### config.mk
export PLATFORM = sky130hd
export DESIGN_NAME = vault_access_sequencer
export DESIGN_NICKNAME = d
export VERILOG_FILES = /design/src/rtl/vault_access_sequencer.sv
export SDC_FILE = /design/constraint.sdc
export NUM_CORES = 1
export LEC_CHECK = 0
export ABC_CLOCK_PERIOD_IN_PS = 2600
export BUFFER_PORTS_ARGS = -buffer_cell sky130_fd_sc_hd__buf_2
export CAP_MARGIN = 20
export CORE_MARGIN = 2
export CORE_UTILIZATION = 60
export CTS_CLUSTER_SIZE = 14
export DETAILED_ROUTE_END_ITERATION = 8
export GPL_TIMING_DRIVEN = 0
export HOLD_SLACK_MARGIN = 0.02
export MAX_ROUTING_LAYER = met4
export PLACE_DENSITY = 0.81
export SYNTH_ARGS = -nofsm -noshare
export SYNTH_HDL_FRONTEND = slang
export SYNTH_SLANG_ARGS = --single-unit
### constraint.sdc
create_clock -name Clk -period 2.6 [get_ports Clk]
set_input_delay 0.26 -clock Clk [delete_from_list [all_inputs] [get_ports Clk]]
set_output_delay 0.26 -clock Clk [all_outputs]
set_load 0.02 [all_outputs]
### src/rtl/vault_access_sequencer.sv
// Vault access sequencer: collects President/VP credentials under guard presence,
// drives a timed unlock, raises a door-held-open alarm and locks out after repeated bad credentials.
module vault_access_sequencer #(
    parameter int TICK_DIV     = 50_000_000,
    parameter int AUTH_WINDOW  = 30,
    parameter int OPEN_TIME    = 60,
    parameter int MAX_FAILS    = 3,
    parameter int LOCKOUT_TIME = 300
) (
    input  logic       Clk,
    input  logic       Reset,
    input  logic       BankTiming,
    input  logic       GaurdAvailability,
    input  logic       PresReq,
    input  logic       VP1Req,
    input  logic       VP2Req,
    input  logic       BadCred,
    input  logic       DoorClosed,
    output logic       VaultUnlock,
    output logic       Alarm,
    output logic [2:0] State,
    output logic [3:0] FailCount
);

    typedef enum logic [2:0] {
        IDLE     = 3'd0,
        COLLECT  = 3'd1,
        UNLOCKED = 3'd2,
        ALARM    = 3'd3,
        LOCKOUT  = 3'd4
    } stateT;

    localparam int PRE_W  = (TICK_DIV > 1) ? $clog2(TICK_DIV) : 1;
    localparam int TMAX_A = (AUTH_WINDOW > OPEN_TIME) ? AUTH_WINDOW : OPEN_TIME;
    localparam int TMAX   = (TMAX_A > LOCKOUT_TIME) ? TMAX_A : LOCKOUT_TIME;
    localparam int TMR_W  = $clog2(TMAX + 1);

    stateT            stateReg, stateNext;
    logic [PRE_W-1:0] preCntReg;
    logic [TMR_W-1:0] timerReg;
    logic             vp1Reg, vp1Next;
    logic             vp2Reg, vp2Next;
    logic [3:0]       failReg, failNext;
    logic             unlockReg, alarmReg;

    logic       tick;
    logic       windowExp, openExp, lockExp;
    logic       vp1, vp2, grant, anyReq;
    logic [3:0] failInc;
    logic       reachedMax;

    assign tick      = (preCntReg == PRE_W'(TICK_DIV - 1));
    // Expiry is the Nth tick since entry: the timer still reads N-1 at that edge.
    assign windowExp = tick && (timerReg == TMR_W'(AUTH_WINDOW - 1));
    assign openExp   = tick && (timerReg == TMR_W'(OPEN_TIME - 1));
    assign lockExp   = tick && (timerReg == TMR_W'(LOCKOUT_TIME - 1));

    assign vp1     = VP1Req | vp1Reg;
    assign vp2     = VP2Req | vp2Reg;
    assign grant   = GaurdAvailability & (PresReq | (BankTiming ? (vp1 | vp2) : (vp1 & vp2)));
    assign anyReq  = PresReq | VP1Req | VP2Req;

    assign failInc    = (failReg == 4'd15) ? 4'd15 : failReg + 4'd1;
    assign reachedMax = (failInc == 4'(MAX_FAILS));

    always_comb begin
        stateNext = stateReg;
        vp1Next   = vp1Reg;
        vp2Next   = vp2Reg;
        failNext  = failReg;
        case (stateReg)
            IDLE: begin
                if (BadCred) begin
                    failNext = failInc;
                    if (reachedMax) stateNext = LOCKOUT;
                end else if (GaurdAvailability && anyReq) begin
                    if (grant) begin
                        stateNext = UNLOCKED;
                        failNext  = 4'd0;
                    end else begin
                        vp1Next   = VP1Req;
                        vp2Next   = VP2Req;
                        stateNext = COLLECT;
                    end
                end
            end
            COLLECT: begin
                if (BadCred || (GaurdAvailability && !grant && windowExp)) begin
                    failNext  = failInc;
                    vp1Next   = 1'b0;
                    vp2Next   = 1'b0;
                    stateNext = reachedMax ? LOCKOUT : IDLE;
                end else if (!GaurdAvailability) begin
                    vp1Next   = 1'b0;
                    vp2Next   = 1'b0;
                    stateNext = IDLE;
                end else if (grant) begin
                    vp1Next   = 1'b0;
                    vp2Next   = 1'b0;
                    failNext  = 4'd0;
                    stateNext = UNLOCKED;
                end else begin
                    // Latching a repeat pulse leaves the window timer untouched.
                    vp1Next = vp1;
                    vp2Next = vp2;
                end
            end
            UNLOCKED: begin
                if (openExp || !GaurdAvailability)
                    stateNext = DoorClosed ? IDLE : ALARM;
            end
            ALARM: begin
                if (DoorClosed) stateNext = IDLE;
            end
            LOCKOUT: begin
                if (lockExp) begin
                    stateNext = IDLE;
                    failNext  = 4'd0;
                end
            end
            default: begin
                stateNext = IDLE;
                vp1Next   = 1'b0;
                vp2Next   = 1'b0;
                failNext  = 4'd0;
            end
        endcase
    end

    always_ff @(posedge Clk or posedge Reset) begin
        if (Reset) begin
            stateReg  <= IDLE;
            preCntReg <= '0;
            timerReg  <= '0;
            vp1Reg    <= 1'b0;
            vp2Reg    <= 1'b0;
            failReg   <= 4'd0;
            unlockReg <= 1'b0;
            alarmReg  <= 1'b0;
        end else begin
            stateReg  <= stateNext;
            vp1Reg    <= vp1Next;
            vp2Reg    <= vp2Next;
            failReg   <= failNext;
            unlockReg <= (stateNext == UNLOCKED);
            alarmReg  <= (stateNext == ALARM);
            if (stateNext != stateReg) begin
                preCntReg <= '0;
                timerReg  <= '0;
            end else begin
                preCntReg <= tick ? '0 : preCntReg + PRE_W'(1);
                if (tick) timerReg <= timerReg + TMR_W'(1);
            end
        end
    end

    assign State       = stateReg;
    assign FailCount   = failReg;
    assign VaultUnlock = unlockReg;
    assign Alarm       = alarmReg;

endmodule

==> metrics.md <==
| Metric | Value |
|---|---|
| Setup ws final | 0.170 ns |
| Setup violations, final | 0 |
| Placed instance area | about 0.0029 sq mm |
| Maximum vdd drop | roughly 410 uV |
| Global-route wire length before repair | slightly below 10,000 um |
| Post-synth EDFFs | 0 |
| Clock buffer depth | 2 |
| Yosys cell types | 48 |
| I/O Pins | 18 |
| Initial antenna violation count | 0 |
| Drt pass-1 iters | 4 |
| Worst EP required | 2.77 ns |
| Outcome | complete, no violations |
| Crit path capture type | flip-flop |
| Synth warnings | 0 |
| Multi-input gate area | ~0.0014 sq mm |
| Primary FF master, synth | dfrtp_1 |
| Clock Latency Late Sink | approximately 0.31 ns |
| Share of cells above drive strength 1 | between 10% and 20% |
| Initial Util | 62.1% |
| Remaining antenna violation count after routing | 0 |
| Area Overhead vs Synth | 10.8% |
| CTS tree | built |
| Cell area power density | about 740 mW/mm^2 |
| Startpoint Class | flip-flop |
| Num CTS Buffers | 5 |
| # DRC | 0 |
| Final net count | 332 |
| Commonest cells after routing, fill and taps aside | dfrtp_1 (46), nor2_1 (31), nand2_1 (23) |
| Vias | 2,248 |
| Detailed-route wire length per cell | between 10 and 15 um |
| Clock Sinks | 46 |
| Fillers | 357 |
| Part of the cycle the worst path needs | just over 90% |
| Die extent in x | 70.9 um |
| Headroom to the max-slew limit | a little under three fifths |
| Clk slew on worst S/H paths | 0.09 ns |
| Sequential fraction of the synthesis area | 42.9% |
| Worst hold path type | input pin to flip-flop |
| Total core area | approximately 0.0043 sq mm |
| Pin count of the biggest net entering global routing | 38 |
| RD Place Congestion | approximately 0.85 |
| Worst-Margin Slew | roughly 0.66 ns |
| Crit path arrival time | 2.60 ns |
| H-tree Lvls | 2 |
| Most common cell after layout, fill and taps aside | dfrtp_1 |
| Row cnt | 24 |
| Post-Syn Instances | around 290 |
| I/O Buffers | 17 |
| Syn Nets | around 300 |
| Critical Path Slowest Stage Cell | or4_4 |
| Initial DRC count | between 200 and 250 |
| Number of hold violations in the final report | 0 |
| F_max | between 400 and 500 MHz |
| Total Routing Usage GR | approximately 25% |
| Syn_area_per_cell | roughly 9 sq um |
| Grt ovf | 0 |
| Worst stage delay on the critical path | around 0.55 ns |
| Crit Path Max Fanout | 10 |
| Placement Setup Slack | approximately 0.081 ns |
| Die H | approximately 70 um |
| Max_cap viols | 0 |
| Tmin final | 2.43 ns |
| Clock skew | 0.0138 ns |
| Die Area | 0.00502 sq mm |
| DP HPWL | 3900 um |
| Diodes inserted | 0 |
| Async set or reset register ratio after synthesis | 100% |
| Synthesized cell area | between 0.002 and 0.003 sq mm |
| Design Area, Final | between 0.002 and 0.003 sq mm |
| CP Cell Sequence | ha_1 -> and3_1 -> buf_2 -> nand4_1 -> or4_4 -> a21o_1 -> o2111ai_4 -> buf_6 -> nor3_1 |
| #FFs+latches synth | 46 |
| Register Area | around 0.0012 sq mm |
| Max-slew violations | 0 |
| Static Leak | roughly 1.3 nW |
| DR vias/cell | slightly above 6 |
| Clock root buffer | clkbuf_8 |
| Setup Crit Path Kind | flip-flop to flip-flop |
| Vias in the first global route | about 2.1k |
| Wirelength, routed | ~5400 um |
==> state kept, by name, indices dropped and copies added, names as in the netlist <==
| register | flops |
|---|---|
| Alarm | 1 |
| FailCount | 4 |
| State | 3 |
| VaultUnlock | 1 |
| preCntReg | 26 |
| timerReg | 9 |
| vp1Reg | 1 |
| vp2Reg | 1 |
==> path summary, 6_finish.rpt <==
kind                                        start                 endpoint  slack (ns)  depth (start not counted)
max in group asynchronous                   Reset  timerReg[8]$_DFFE_PP0P_        1.74                          4
max                        preCntReg[0]$_DFF_PP0_  preCntReg[14]$_DFF_PP0_        0.17                          9
min                                        VP1Req       vp1Reg$_DFFE_PP0P_        0.23                          3
min in group asynchronous                   Reset   preCntReg[4]$_DFF_PP0_        0.39                          3
min reg2reg                preCntReg[6]$_DFF_PP0_   preCntReg[6]$_DFF_PP0_        0.55                          2
max reg2reg                preCntReg[0]$_DFF_PP0_  preCntReg[14]$_DFF_PP0_        0.17                          9
==> layout make-up <==
type	count	share of cell area, %
multi-input cells	226	48.3
flip-flops and latches	46	38.7
repair buffers	21	4.38
plain buffers	11	2.27
clock inverters	3	0.841
well taps	52	2.19
inverters	8	1.01
clock buffers	5	2.31
==> report_power, final <==
group	internal, W	switching [W]	total (W)
Combinational	0.000346	0.000516	0.000862
Sequential	0.000795	0.0000766	0.000871
Clock	0.000194	0.000263	0.000457
==> cell families (layout without fill, tap and decap cells) <==
family | count (synthesis) | count (layout) | share of synthesized area (%)
adder cells (fa/ha/maj) | 4 | 4 | 1.86
multiplexers | 1 | 1 | 0.373
XOR/XNOR | 32 | 32 | 10.4
AO/OA/AOI/OAI | 40 | 40 | 10.8
AND/OR/NAND/NOR | 149 | 149 | 30.1
buffers and inverters | 19 | 48 | 3.59
flip-flops | 46 | 46 | 42.9
==> synth_stat cells (3+ instances only) <==
master,n,area [sq um]
ha_1,4,50.1
dfrtp_1,46,1150
nor3_1,21,105
buf_6,3,33.8
nand2b_1,5,31.3
nand4_1,16,100
and3_1,4,25.0
and2_1,5,31.3
xor2_1,18,158
a21oi_1,11,55.1
nand2_1,23,86.3
nor4_1,4,25.0
and4_1,6,52.6
nor4b_1,4,35.0
o21ai_0,8,40.0
or2_2,3,18.8
clkbuf_1,6,22.5
xnor2_1,14,123
nand3_1,13,65.1
inv_1,8,30.0
nor2_1,31,116
and3b_1,3,26.3
==> layer usage <==
| metal | up-vias | track usage (%) | part of all wire [%] |
|---|---|---|---|
| met2 | 40 | 37.3 | 47 |
| met3 | 7 | 3.99 | 3.2 |
| li1 | 1104 | - | - |
| met4 | 0 | 8.18 | 1.5 |
| met5 | - | - | 0 |
| met1 | 1097 | 34.3 | 48 |
==> what timing repair did <==
action,4_1_cts,5_1_grt
setup endpoints to repair,0,32
resized for setup,0,3
hold endpoints to repair,9,0
hold buffers,1,0
setup buffers,0,2
==> critical path: cells and delay by family (launching register included) <==
kind	cells	cell delay [ns]
AOI/OAI and AO/OA	2	0.40
adders and majority gates	1	0.20
buffers and inverters	2	0.37
DFF	1	0.38
and+or+nand+nor	4	0.94
==> through the flow <==
step	power (W)	hold slack, ns	cells	utilization (%)	setup TNS (ns)
detailed placement	0.00173	0.190	361	66.0	0
finish	0.00219	0.234	372	68.8	0
CTS	0.00219	0.232	370	68.4	0
global placement	0.00170	0.479	360	65.5	0
global route	0.00234	0.236	372	68.8	-0.00487
floorplan	0.00152	0.411	291	-	0
(Power assumes the default switching activity.)
